[config.mk]
export PLATFORM = sky130hd
export DESIGN_NAME = operand_fetch_norm_flat
export DESIGN_NICKNAME = d
export VERILOG_FILES = /design/src/rtl/operand_fetch_norm_if.sv /design/src/rtl/operand_fetch_norm.sv /design/src/flat_wrapper.sv
export SDC_FILE = /design/constraint.sdc
export NUM_CORES = 1
export LEC_CHECK = 0
export CAP_MARGIN = 20
export CORE_ASPECT_RATIO = 1.75
export CORE_MARGIN = 3
export CORE_UTILIZATION = 55
export CTS_CLUSTER_SIZE = 30
export DETAILED_ROUTE_END_ITERATION = 8
export PLACE_DENSITY = 0.85
export SETUP_SLACK_MARGIN = 0.02
export SLEW_MARGIN = 10
export SYNTH_ARGS = -nofsm -noshare
export SYNTH_HDL_FRONTEND = slang
export SYNTH_SLANG_ARGS = --single-unit
[constraint.sdc]
create_clock -name clk -period 3.3 [get_ports clk]
set_input_delay 0.33 -clock clk [delete_from_list [all_inputs] [get_ports clk]]
set_output_delay 0.33 -clock clk [all_outputs]
set_load 0.005 [all_outputs]
[src/rtl/operand_fetch_norm_if.sv]
// Operand-fetch bus: start request, input-RAM read port and the operand
// bundle handshake toward the multiply/shift-result stage.
// master = operand_fetch_norm, slave = environment (RAM + downstream).
interface operand_fetch_norm_if #(
  parameter int ADDR_W = 4,
  parameter int DATA_W = 16,
  parameter int KEEP_W = 8
);
  localparam int SH_W = $clog2(DATA_W - KEEP_W + 1);

  logic              start;
  logic              ram_rd;
  logic [ADDR_W-1:0] ram_addr;
  logic [DATA_W-1:0] ram_dout;
  logic              op_valid;
  logic              op_ready;
  logic [KEEP_W-1:0] op_a;
  logic [KEEP_W-1:0] op_b;
  logic [SH_W-1:0]   sh_a;
  logic [SH_W-1:0]   sh_b;
  logic              last;
  logic              done;

  modport master (
    input  start, ram_dout, op_ready,
    output ram_rd, ram_addr, op_valid, op_a, op_b, sh_a, sh_b, last, done
  );

  modport slave (
    output start, ram_dout, op_ready,
    input  ram_rd, ram_addr, op_valid, op_a, op_b, sh_a, sh_b, last, done
  );
endinterface

[src/rtl/operand_fetch_norm.sv]
// Operand fetch and normalisation stage for the approximate-multiply pipeline.
// Reads PAIRS operand pairs (A at 2i, B at 2i+1), right-shifts each operand
// until it fits in KEEP_W bits, and offers {op_a, op_b, sh_a, sh_b} downstream.
// Optional feature macro: ROUND_EN (round-half-up on the last shifted-out bit,
// saturating at all-ones; without it operands are truncated).
module operand_fetch_norm #(
  parameter int ADDR_W = 4,
  parameter int DATA_W = 16,
  parameter int KEEP_W = 8,
  parameter int PAIRS  = 8
) (
  input  logic                     clk,
  input  logic                     rst,
  operand_fetch_norm_if.master     bus
);
  localparam int SH_W = $clog2(DATA_W - KEEP_W + 1);

  typedef enum logic [2:0] {IDLE, RD_A, RD_B, CAP_B, NORM, OUT, DONE} state_t;

  state_t            state, state_nx;
  logic [ADDR_W-2:0] idx;
  logic [ADDR_W-1:0] addr_q;
  logic [DATA_W-1:0] a_reg, b_reg;
  logic [SH_W-1:0]   sh_a_q, sh_b_q;
  logic              shift_a, shift_b;
  logic              last_pair;

`ifdef ROUND_EN
  logic              rb_a, rb_b;
  logic [KEEP_W:0]   sum_a, sum_b;
  logic [KEEP_W-1:0] rnd_a, rnd_b;

  // Rounded, saturated KEEP_W-bit results applied when normalisation ends
  always_comb begin
    sum_a = {1'b0, a_reg[KEEP_W-1:0]} + (KEEP_W+1)'(rb_a);
    sum_b = {1'b0, b_reg[KEEP_W-1:0]} + (KEEP_W+1)'(rb_b);
    rnd_a = sum_a[KEEP_W] ? '1 : sum_a[KEEP_W-1:0];
    rnd_b = sum_b[KEEP_W] ? '1 : sum_b[KEEP_W-1:0];
  end
`endif

  // Shift decisions and pair bookkeeping
  always_comb begin
    shift_a   = (state == NORM) && (|a_reg[DATA_W-1:KEEP_W]);
    shift_b   = (state == NORM) && (|b_reg[DATA_W-1:KEEP_W]);
    last_pair = (idx == (ADDR_W-1)'(PAIRS - 1));
  end

  // State register
  always_ff @(posedge clk) begin
    if (rst) state <= IDLE;
    else     state <= state_nx;
  end

  // Next-state logic
  always_comb begin
    state_nx = state;
    unique case (state)
      IDLE:    if (bus.start) state_nx = RD_A;
      RD_A:    state_nx = RD_B;
      RD_B:    state_nx = CAP_B;
      CAP_B:   state_nx = NORM;
      NORM:    if (!(shift_a || shift_b)) state_nx = OUT;
      OUT:     if (bus.op_ready) state_nx = last_pair ? DONE : RD_A;
      DONE:    state_nx = IDLE;
      default: state_nx = IDLE;
    endcase
  end

  // Outputs; address holds its last read value outside RD_A/RD_B
  always_comb begin
    bus.ram_rd   = (state == RD_A) || (state == RD_B);
    bus.ram_addr = addr_q;
    if (state == RD_A) bus.ram_addr = {idx, 1'b0};
    if (state == RD_B) bus.ram_addr = {idx, 1'b1};
    bus.op_valid = (state == OUT);
    bus.last     = (state == OUT) && last_pair;
    bus.done     = (state == DONE);
    bus.op_a     = a_reg[KEEP_W-1:0];
    bus.op_b     = b_reg[KEEP_W-1:0];
    bus.sh_a     = sh_a_q;
    bus.sh_b     = sh_b_q;
  end

  // Datapath: address hold, operand capture, normalisation, pair index
  always_ff @(posedge clk) begin
    if (rst) begin
      idx    <= '0;
      addr_q <= '0;
      a_reg  <= '0;
      b_reg  <= '0;
      sh_a_q <= '0;
      sh_b_q <= '0;
`ifdef ROUND_EN
      rb_a   <= 1'b0;
      rb_b   <= 1'b0;
`endif
    end else begin
      unique case (state)
        RD_A: addr_q <= {idx, 1'b0};
        RD_B: begin
          addr_q <= {idx, 1'b1};
          a_reg  <= bus.ram_dout;
          sh_a_q <= '0;
`ifdef ROUND_EN
          rb_a   <= 1'b0;
`endif
        end
        CAP_B: begin
          b_reg  <= bus.ram_dout;
          sh_b_q <= '0;
`ifdef ROUND_EN
          rb_b   <= 1'b0;
`endif
        end
        NORM: begin
          if (shift_a) begin
            a_reg  <= a_reg >> 1;
            sh_a_q <= sh_a_q + 1'b1;
`ifdef ROUND_EN
            rb_a   <= a_reg[0];
`endif
          end
          if (shift_b) begin
            b_reg  <= b_reg >> 1;
            sh_b_q <= sh_b_q + 1'b1;
`ifdef ROUND_EN
            rb_b   <= b_reg[0];
`endif
          end
`ifdef ROUND_EN
          // Final NORM cycle (nothing shifts) doubles as the rounding step
          if (!shift_a && !shift_b) begin
            a_reg <= DATA_W'(rnd_a);
            b_reg <= DATA_W'(rnd_b);
          end
`endif
        end
        OUT:  if (bus.op_ready && !last_pair) idx <= idx + 1'b1;
        DONE: idx <= '0;
        default: ;
      endcase
    end
  end
endmodule
[src/flat_wrapper.sv]
// flat-port wrapper written by rule: the top's interface ports become plain ports
module operand_fetch_norm_flat 
#(
  parameter int ADDR_W = 4,
  parameter int DATA_W = 16,
  parameter int KEEP_W = 8,
  parameter int PAIRS  = 8
)
  (clk, rst, bus_start, bus_ram_dout, bus_op_ready, bus_ram_rd, bus_ram_addr, bus_op_valid, bus_op_a, bus_op_b, bus_sh_a, bus_sh_b, bus_last, bus_done);
  operand_fetch_norm_if #(.ADDR_W(ADDR_W), .DATA_W(DATA_W), .KEEP_W(KEEP_W)) bus_i ();
  input  logic clk;
  input  logic rst;
  input wire logic [$bits(bus_i.start)-1:0] bus_start;
  input wire logic [$bits(bus_i.ram_dout)-1:0] bus_ram_dout;
  input wire logic [$bits(bus_i.op_ready)-1:0] bus_op_ready;
  output wire logic [$bits(bus_i.ram_rd)-1:0] bus_ram_rd;
  output wire logic [$bits(bus_i.ram_addr)-1:0] bus_ram_addr;
  output wire logic [$bits(bus_i.op_valid)-1:0] bus_op_valid;
  output wire logic [$bits(bus_i.op_a)-1:0] bus_op_a;
  output wire logic [$bits(bus_i.op_b)-1:0] bus_op_b;
  output wire logic [$bits(bus_i.sh_a)-1:0] bus_sh_a;
  output wire logic [$bits(bus_i.sh_b)-1:0] bus_sh_b;
  output wire logic [$bits(bus_i.last)-1:0] bus_last;
  output wire logic [$bits(bus_i.done)-1:0] bus_done;
  assign bus_i.start = bus_start;
  assign bus_i.ram_dout = bus_ram_dout;
  assign bus_i.op_ready = bus_op_ready;
  assign bus_ram_rd = bus_i.ram_rd;
  assign bus_ram_addr = bus_i.ram_addr;
  assign bus_op_valid = bus_i.op_valid;
  assign bus_op_a = bus_i.op_a;
  assign bus_op_b = bus_i.op_b;
  assign bus_sh_a = bus_i.sh_a;
  assign bus_sh_b = bus_i.sh_b;
  assign bus_last = bus_i.last;
  assign bus_done = bus_i.done;
  operand_fetch_norm #(.ADDR_W(ADDR_W), .DATA_W(DATA_W), .KEEP_W(KEEP_W), .PAIRS(PAIRS)) u_core (.clk(clk), .rst(rst), .bus(bus_i));
endmodule
; ---- Word-level counts from Yosys, hierarchy flattened
; Cells that the tools add are included.
[op_classes]
addsub = 3
n_eq_ne = 13
mux = 18
reduce_logical = 18
[ops]
columns = op, n
row1 = $pmux W16 S2, 2
row2 = $mux W16, 2
row3 = $pmux W4 S2, 3
row4 = $pmux W3 S6, 1
row5 = $mux W4, 4
row6 = $reduce_or A8 Y1, 2
row7 = $mux W3, 5
row8 = $eq A3 B3 Y1 const B, 4
row9 = $add A4 B1 Y4 const B, 2
row10 = $reduce_bool A2 Y1, 4
row11 = $eq A3 B2 Y1 const B, 2
row12 = $ne A2 B1 Y1 const B, 3
row13 = $ne A2 B2 Y1 const B, 3
row14 = $pmux W3 S2, 1
row15 = $reduce_and A2 Y1, 3
row16 = $logic_and A1 B1 Y1, 4
row17 = $add A3 B1 Y3 const B, 1
row18 = $eq A3 B1 Y1 const B, 1
row19 = $logic_not A3 Y1, 1
row20 = $reduce_and A3 Y1, 1
row21 = $logic_or A1 B1 Y1, 2
row22 = $logic_not A1 Y1, 1
[totals]
reg_bits = 50
inputBits = 20
out_inout_bits = 32
wordCells = 59

; ---- Depth between registers and ports, before layout
; Gate-level depths: netlist (run 1).
[logic_depth]
depth_word = 5
depth_mapped = 6
ltp_nobuf = 6

; ---- Worst setup path after synthesis (run 1)
; OpenSTA, ideal clock, no wires.
[synth_timing]
kind = reg-to-reg
from = register u_core.state[2]
to = register u_core.a_reg[10]
arrival_time_ns = 1.446
required_ns = 3.178
path_slack_ns = 1.732
stages_incl_launch_ff = 7
n_path_buf = 2
period_less_slack_ns = 1.568
cell_sequence = dfxtp_1 or3b_1 buf_2 a21oi_1 buf_2 o21ai_1 o311a_1
[synth_via]
elab_chain_len = 4
[synth_rtl]
columns = element, line_no
row1 = from (decl), operand_fetch_norm.sv:20  ; state_t state, state_nx;
row2 = from (signal assigned), operand_fetch_norm.sv:52  ; else state <= state_nx;
row3 = $eq A3 B3 Y1, "operand_fetch_norm.sv:44, operand_fetch_norm.sv:99"
row4 = $logic_and A1 B1 Y1, operand_fetch_norm.sv:44  ; shift_a = (state == NORM) && (|a_reg[DATA_W-1:KEEP_W]);
row5 = $ne A2 B1 Y1 (no source line), -
row6 = $reduce_and A2 Y1 (no source line), -
row7 = to (signal assigned), operand_fetch_norm.sv:103  ; a_reg <= bus.ram_dout;
row8 = to (signal assigned), operand_fetch_norm.sv:118  ; a_reg <= a_reg >> 1;
row9 = to (decl), operand_fetch_norm.sv:23  ; logic [DATA_W-1:0] a_reg, b_reg;
; Several ways; a longest one is shown, not always the timed one.
; A chain may end at the register's enable or synchronous reset.

; ---- Worst setup path after layout (run 1)
[layout_timing]
from = register u_core.state[0]
to = output bus_ram_addr[1]
[layout_via]
elab_chain_len = 3
[layout_rtl]
columns = element, line_no
row1 = $eq A3 B1 Y1, operand_fetch_norm.sv:74  ; if (state == RD_A) bus.ram_addr = {idx, 1'b0};
row2 = $mux W4, operand_fetch_norm.sv:74
row3 = $mux W4 *, operand_fetch_norm.sv:75  ; if (state == RD_B) bus.ram_addr = {idx, 1'b1};
row4 = to (decl), flat_wrapper.sv:17  ; output wire logic [$bits(bus_i.ram_addr)-1:0] bus_ram_addr;
; Mark *: on every way between the ends. The rest lies on a longest branch, timed or not.

==> flow_summary.ini, run 1 <==
[finish]
final_cell_mix = clkdlybuf4s50_1, dfxtp_1, mux2i_1
n_antenna_cell = 0
drive_above_1_share_pct = 10.5
num-nets-final = 319
area_growth_pct = 22.8
mostFrequentLayoutCell = clkdlybuf4s50_1
layoutNonFillerInstCount = 347

[floorplanning]
die_h_um = 96.8
io_pins = 52
start_util_pct = 57.8
fp.coreArea_um2 = 4480
fp.dieW_um = 57.9
dieArea_um2 = 5600
rows = 32

[sta]
tns_ns = 0
slew_viol_final = 0
setup_viol = 0
rsz0062_at_grt = false
fin_crit_ns = 2.41
fmax_ghz = 0.414
worst_slack_ns = 0.886
maxSlewHeadroom_pct = 27.6
fin_crit_sh_pct = 73.1
hold_viol_final = 0
worst_pin_slew_ns = 1.09
skew_ns = 0.0114

[routing]
drtAntennaViolNets = 0
dr.pass1.iters = 5
wirelength_um = 5950
avgViaCountPerCell = 6.19
drcViolationCount = 0
routedWlPerCell_um = 17.2
vias = 2148
drt-initial-drc-count = 50

[logic_synthesis]
synth_fp_nets = 292
syn_avg_cell_area_um2 = 9.66
synth.area.top_cells = dfxtp_1, mux2i_1, o311a_1
synthArstFlopShare_pct = 0
ys_warn_count = 0
synth-seq-cells = 50
syn-cell-area_um2 = 2590
synth_cell_types = 39
ys_seq_area_share_pct = 38.6
synth_edf_count = 0
netlist.area_leader.share_pct = 38.6
synth_top_flop_cell = dfxtp_1
postSynthCellCount = 268
yosysTopAreaCell = dfxtp_1

[cts]
clk_pin_slew_ns = 0.08
root_buffer = clkbuf_8
post_cts_buffers = 0
h-tree-depth = 2
cts_resized = 0
cts_hold_buffers = 0
cts_tree = built
clock_sinks = 50
clockBufferDepth = 2
clock_latency_ns = 0.30
cts_buffers = 5

[grt]
grt_antenna_before_repair = 0
first_global_vias = 1990
overflow = 0
track_usage_pct = 21.4
grt_pass1_wl_um = 9520
grtUsageMet2_pct = 37.9
grt_max_degree = 39
met3_usage_pct = 2.80
grtUsageMet1_pct = 26.2
grt.busiest_layer = met2

[place]
port_buffers = 51
placed_cells = 337
place_ws_ns = 0.949
gp_congestion = 0.848
place_hpwl_um = 4090

[critical_path]
cp-start-kind = flip-flop
crit_slowest_cell = dfxtp_1
worst-endpoint-arrival_ns = 2.08
cpPeakStageDelay_ns = 0.58
worst_setup_path_end_kind = primary output
path_max_fanout = 15
critical_path.top_delay_family = flip-flops
required_ns = 2.97
critPathKind = reg2out
cp_num_buf_inv = 1
crit_chain = xnor2_1 > nor2_1 > mux2_2 > clkdlybuf4s50_1

[flow_run]
maxCapViolCount = 0

[status]
outcome = finished, final reports clean

[power]
p_comb_share_pct = 16.6
p_leak_nw = 1.45
intPower_w = 0.00109
ir_drop_uv = 370
p_clk_share_pct = 36.4
p_sw_share_pct = 24.1
p_per_area_nw_per_um2 = 453
p_seq_share_pct = 47.0
power.switching_w = 0.000348

[hold_path]
hold_class = reg2reg
==> per-stage QoR <==
| stage | total power [W] | util (%) | cell area, um2 | hold slack [ns] |
|---|---|---|---|---|
| after CTS | 0.00144 | 70.0 | 3140 | 0.513 |
| after global routing | 0.00150 | 70.9 | 3180 | 0.558 |
| after floorplan | 0.000835 | - | 2590 | 0.413 |
| final | 0.00144 | 70.9 | 3180 | 0.523 |
| after detailed placement | 0.000922 | 66.8 | 3000 | 0.493 |
| after global placement | 0.000915 | 66.8 | 3000 | 0.490 |
==> power groups by stage <==
stage | Sequential, W | Clock, W | Combinational [W]
after floorplan | 0.000678 | 0 | 0.000157
after global placement | 0.000687 | 0 | 0.000227
after global routing | 0.000681 | 0.000555 | 0.000261
after detailed placement | 0.000690 | 0 | 0.000232
after CTS | 0.000676 | 0.000534 | 0.000234
final | 0.000677 | 0.000524 | 0.000240
==> worst register-to-register path: cells and delay by family, from the launching register on <==
family | cells | cell delay (ns)
buf+inv | 1 | 0.33
flops | 1 | 0.58
mux | 1 | 0.21
simple gates | 1 | 0.93
compound gates | 2 | 0.21
==> cells in the mapped netlist, types with 3 or more instances <==
| master | count |
|---|---|
| nand2_1 | 9 |
| nor4_2 | 4 |
| dfxtp_1 | 50 |
| and2_1 | 6 |
| mux2i_1 | 32 |
| nand3_1 | 5 |
| o21ai_1 | 29 |
| ha_1 | 4 |
| buf_4 | 16 |
| o311a_1 | 30 |
| clkbuf_1 | 12 |
| inv_1 | 3 |
| a211oi_1 | 4 |
| a21oi_1 | 7 |
| nor2_1 | 7 |
| mux2_2 | 3 |
| buf_2 | 11 |
| xnor2_1 | 6 |
| o21ai_0 | 4 |
==> kinds of logic (layout without fill, tap and decap cells) <==
| family | Yosys count | count (layout) | synth area share [%] |
|---|---|---|---|
| compound gates | 82 | 82 | 23.1 |
| flops | 50 | 50 | 38.6 |
| simple gates | 47 | 47 | 11.1 |
| buf+inv | 44 | 72 | 9.52 |
| mux | 35 | 35 | 13.7 |
| xor+xnor | 6 | 6 | 2.03 |
| fa+ha+maj | 4 | 4 | 1.93 |
==> metal layers <==
| layer | vias up | part of all wire, % |
|---|---|---|
| met4 | 0 | 1.3 |
| met5 | - | 0 |
| met2 | 56 | 55 |
| met1 | 1031 | 40 |
| met3 | 7 | 3.7 |
| li1 | 1054 | - |
==> final cells by class <==
class / count / area (um2)
inverters: 4 / 15.0
well taps: 51 / 63.8
clock buffers: 6 / 82.6
fillers: 373 / 1300
clock inverters: 2 / 60.1
repair buffers: 60 / 606
flip-flops and latches: 50 / 1000
multi-input cells: 174 / 1350
==> path summary, 6_finish.rpt <==
path	startpoint	to	slack, ns	cells past startpoint
worst min-delay path	u_core.bus.sh_a[1]$_SDFFE_PP0P_	u_core.bus.sh_a[1]$_SDFFE_PP0P_	0.52	2
worst min register to register	u_core.bus.sh_a[1]$_SDFFE_PP0P_	u_core.bus.sh_a[1]$_SDFFE_PP0P_	0.52	2
worst max-delay path	u_core.state[0]$_SDFFE_PP0P_	bus_ram_addr[1]	0.89	4
worst max register to register	u_core.state[0]$_SDFFE_PP0P_	u_core.b_reg[7]$_SDFFE_PP0P_	0.96	5
(Power assumes the default switching activity.)
==> run 2, diff against run 1 <==
- CORE_UTILIZATION: 55 -> 46
- PLACE_DENSITY: 0.85 -> 0.75
- clock period: 3.3 -> 2 ns (I/O delays scaled with it)
==> run 2 against run 1 <==
Effect of this change:
- utilization is 11 points lower
- first-iteration DRC count up 64%
- hold slack lost 0.021 ns
- die area grew 18%
- total power is 47% higher
- final cell count rose by 8.4%
- largest cell class unchanged
- highest routed layer unchanged
==> flow_summary.ini, run 2 (synthesized netlist as in run 1, its figures left out) <==
[sta]
tns_ns = 0
rsz0062_at_grt = true
setup_viol = 0
fin_crit_ns = 1.95
fin_crit_sh_pct = 97.6
fmax_ghz = 0.512
worst_pin_slew_ns = 0.385
hold_viol_final = 0
skew_ns = 0.00481
maxSlewHeadroom_pct = 74.2
slew_viol_final = 0

[grt]
grtUsageMet2_pct = 34.5
track_usage_pct = 18.4
first_global_vias = 2035
overflow = 0
met3_usage_pct = 4.48
grt_antenna_before_repair = 0
grt_max_degree = 34
grtUsageMet1_pct = 19.1
grt.busiest_layer = met2
grt_pass1_wl_um = 9690

[power]
p_leak_nw = 1.47
p_total_w = 0.00212
p_per_area_nw_per_um2 = 660
ir_drop_uv = 418

[critical_path]
endpoint = bus_ram_addr[1]
r2r-start = u_core.state[2]$_SDFFE_PP0P_
rrSetupSlack_ns = 0.23
critPathKind = reg2out
cp-start-kind = flip-flop
r2r_cells = 5
required_ns = 1.80
path_max_fanout = 8
worst_setup_path_end_kind = primary output
startpoint = u_core.state[1]$_SDFFE_PP0P_
worstReg2RegEnd = u_core.a_reg[11]$_SDFFE_PP0P_
worst-endpoint-arrival_ns = 1.75

[routing]
routedWlPerCell_um = 15.8
drcViolationCount = 0
drtAntennaViolNets = 0
dr.pass1.iters = 4
avgViaCountPerCell = 5.68
drt-initial-drc-count = 82
wirelength_um = 5920
vias = 2137

[finish]
mostFrequentLayoutCell = clkdlybuf4s50_1
num-nets-final = 327
layoutNonFillerInstCount = 376
final_cell_mix = clkdlybuf4s50_1, dfxtp_1, mux2i_1
area_growth_pct = 24.3
n_antenna_cell = 0
drive_above_1_share_pct = 13.6
multi_input_area_um2 = 1360
n_fill_cell = 498
regArea_um2 = 1000

[cts]
cts_buffers = 5
clock_sinks = 50
root_buffer = clkbuf_8
clockBufferDepth = 2
clock_latency_ns = 0.30
cts_hold_buffers = 0
post_cts_buffers = 0
cts_tree = built
clk_pin_slew_ns = 0.09
h-tree-depth = 2

[floorplanning]
fp.dieW_um = 62.7
io_pins = 52
fp.coreArea_um2 = 5340
dieArea_um2 = 6600
start_util_pct = 48.5
die_h_um = 105
rows = 35

[flow_run]
maxCapViolCount = 0

[place]
place_hpwl_um = 4250
gp_congestion = 0.774
port_buffers = 51
placed_cells = 370

[status]
outcome = finished, final reports clean

[hold_path]
hold_class = reg2reg
run 2: cell count changes in the layout (fill, tap and decap cells not counted), sizes merged:
cell / change
dlymetal6s2s: +1
buf: +8
bufinv: -2
clkdlybuf4s50: -1
run 2: cell type report:
| type | count | share of cell area [%] |
|---|---|---|
| clock buffers | 6 | 2.56 |
| well taps | 74 | 2.87 |
| inverters | 4 | 0.466 |
| repair buffers | 68 | 20.7 |
| flip-flops and latches | 50 | 31.2 |
| multi-input cells | 174 | 42.3 |
run 2: critical path: stages (launching register included):
cell and delay [ns]:
dfxtp_2 0.36, xnor2_1 0.16, nor2_4 0.14, mux2_2 0.35, clkdlybuf4s50_1 0.44
run 2: metrics by stage:
stage	setup slack (ns)	util (%)	hold slack [ns]	cell area, um2
2_1_floorplan	0.432	-	0.283	2590
3_3_place_gp	0.243	58.5	0.491	3120
3_5_place_dp	0.180	58.5	0.492	3120
4_1_cts	0.0243	60.2	0.505	3220
5_1_grt	-0.0375	60.3	0.535	3220
6_report	0.0481	60.3	0.502	3220
run 2: per-layer routing:
layer	wire, um	vias to the layer above
met4	143	0
li1	-	1062
met2	3160	56
met3	218	13
met5	0	-
met1	2400	1006
run 2: worst min path at each step:
stage / to / startpoint / depth (start not counted) / slack (ns)
after detailed placement: u_core.b_reg[15]$_SDFFE_PP0P_ / u_core.b_reg[15]$_SDFFE_PP0P_ / 2 / 0.49
final: u_core.b_reg[15]$_SDFFE_PP0P_ / u_core.b_reg[15]$_SDFFE_PP0P_ / 2 / 0.50
after global placement: u_core.b_reg[15]$_SDFFE_PP0P_ / u_core.b_reg[15]$_SDFFE_PP0P_ / 2 / 0.49
after global routing: u_core.b_reg[15]$_SDFFE_PP0P_ / bus_ram_dout[15] / 3 / 0.54
after floorplan: u_core.state[0]$_SDFFE_PP0P_ / rst / 1 / 0.28
after CTS: u_core.b_reg[15]$_SDFFE_PP0P_ / u_core.b_reg[15]$_SDFFE_PP0P_ / 2 / 0.50
run 2: what timing repair did:
action / 4_1_cts / 5_1_grt
pin swaps: 0 / 1
gates resized for setup: 5 / 2
setup endpoints to repair: 4 / 5
run 2: report_power, final:
part / leakage (nW) / switching [W] / internal (W)
logic: 1.02 / 0.000188 / 0.000240
registers: 0.406 / 0.0000561 / 0.00106
clock network: 0.0431 / 0.000317 / 0.000267
total: 1.47 / 0.000561 / 0.00156
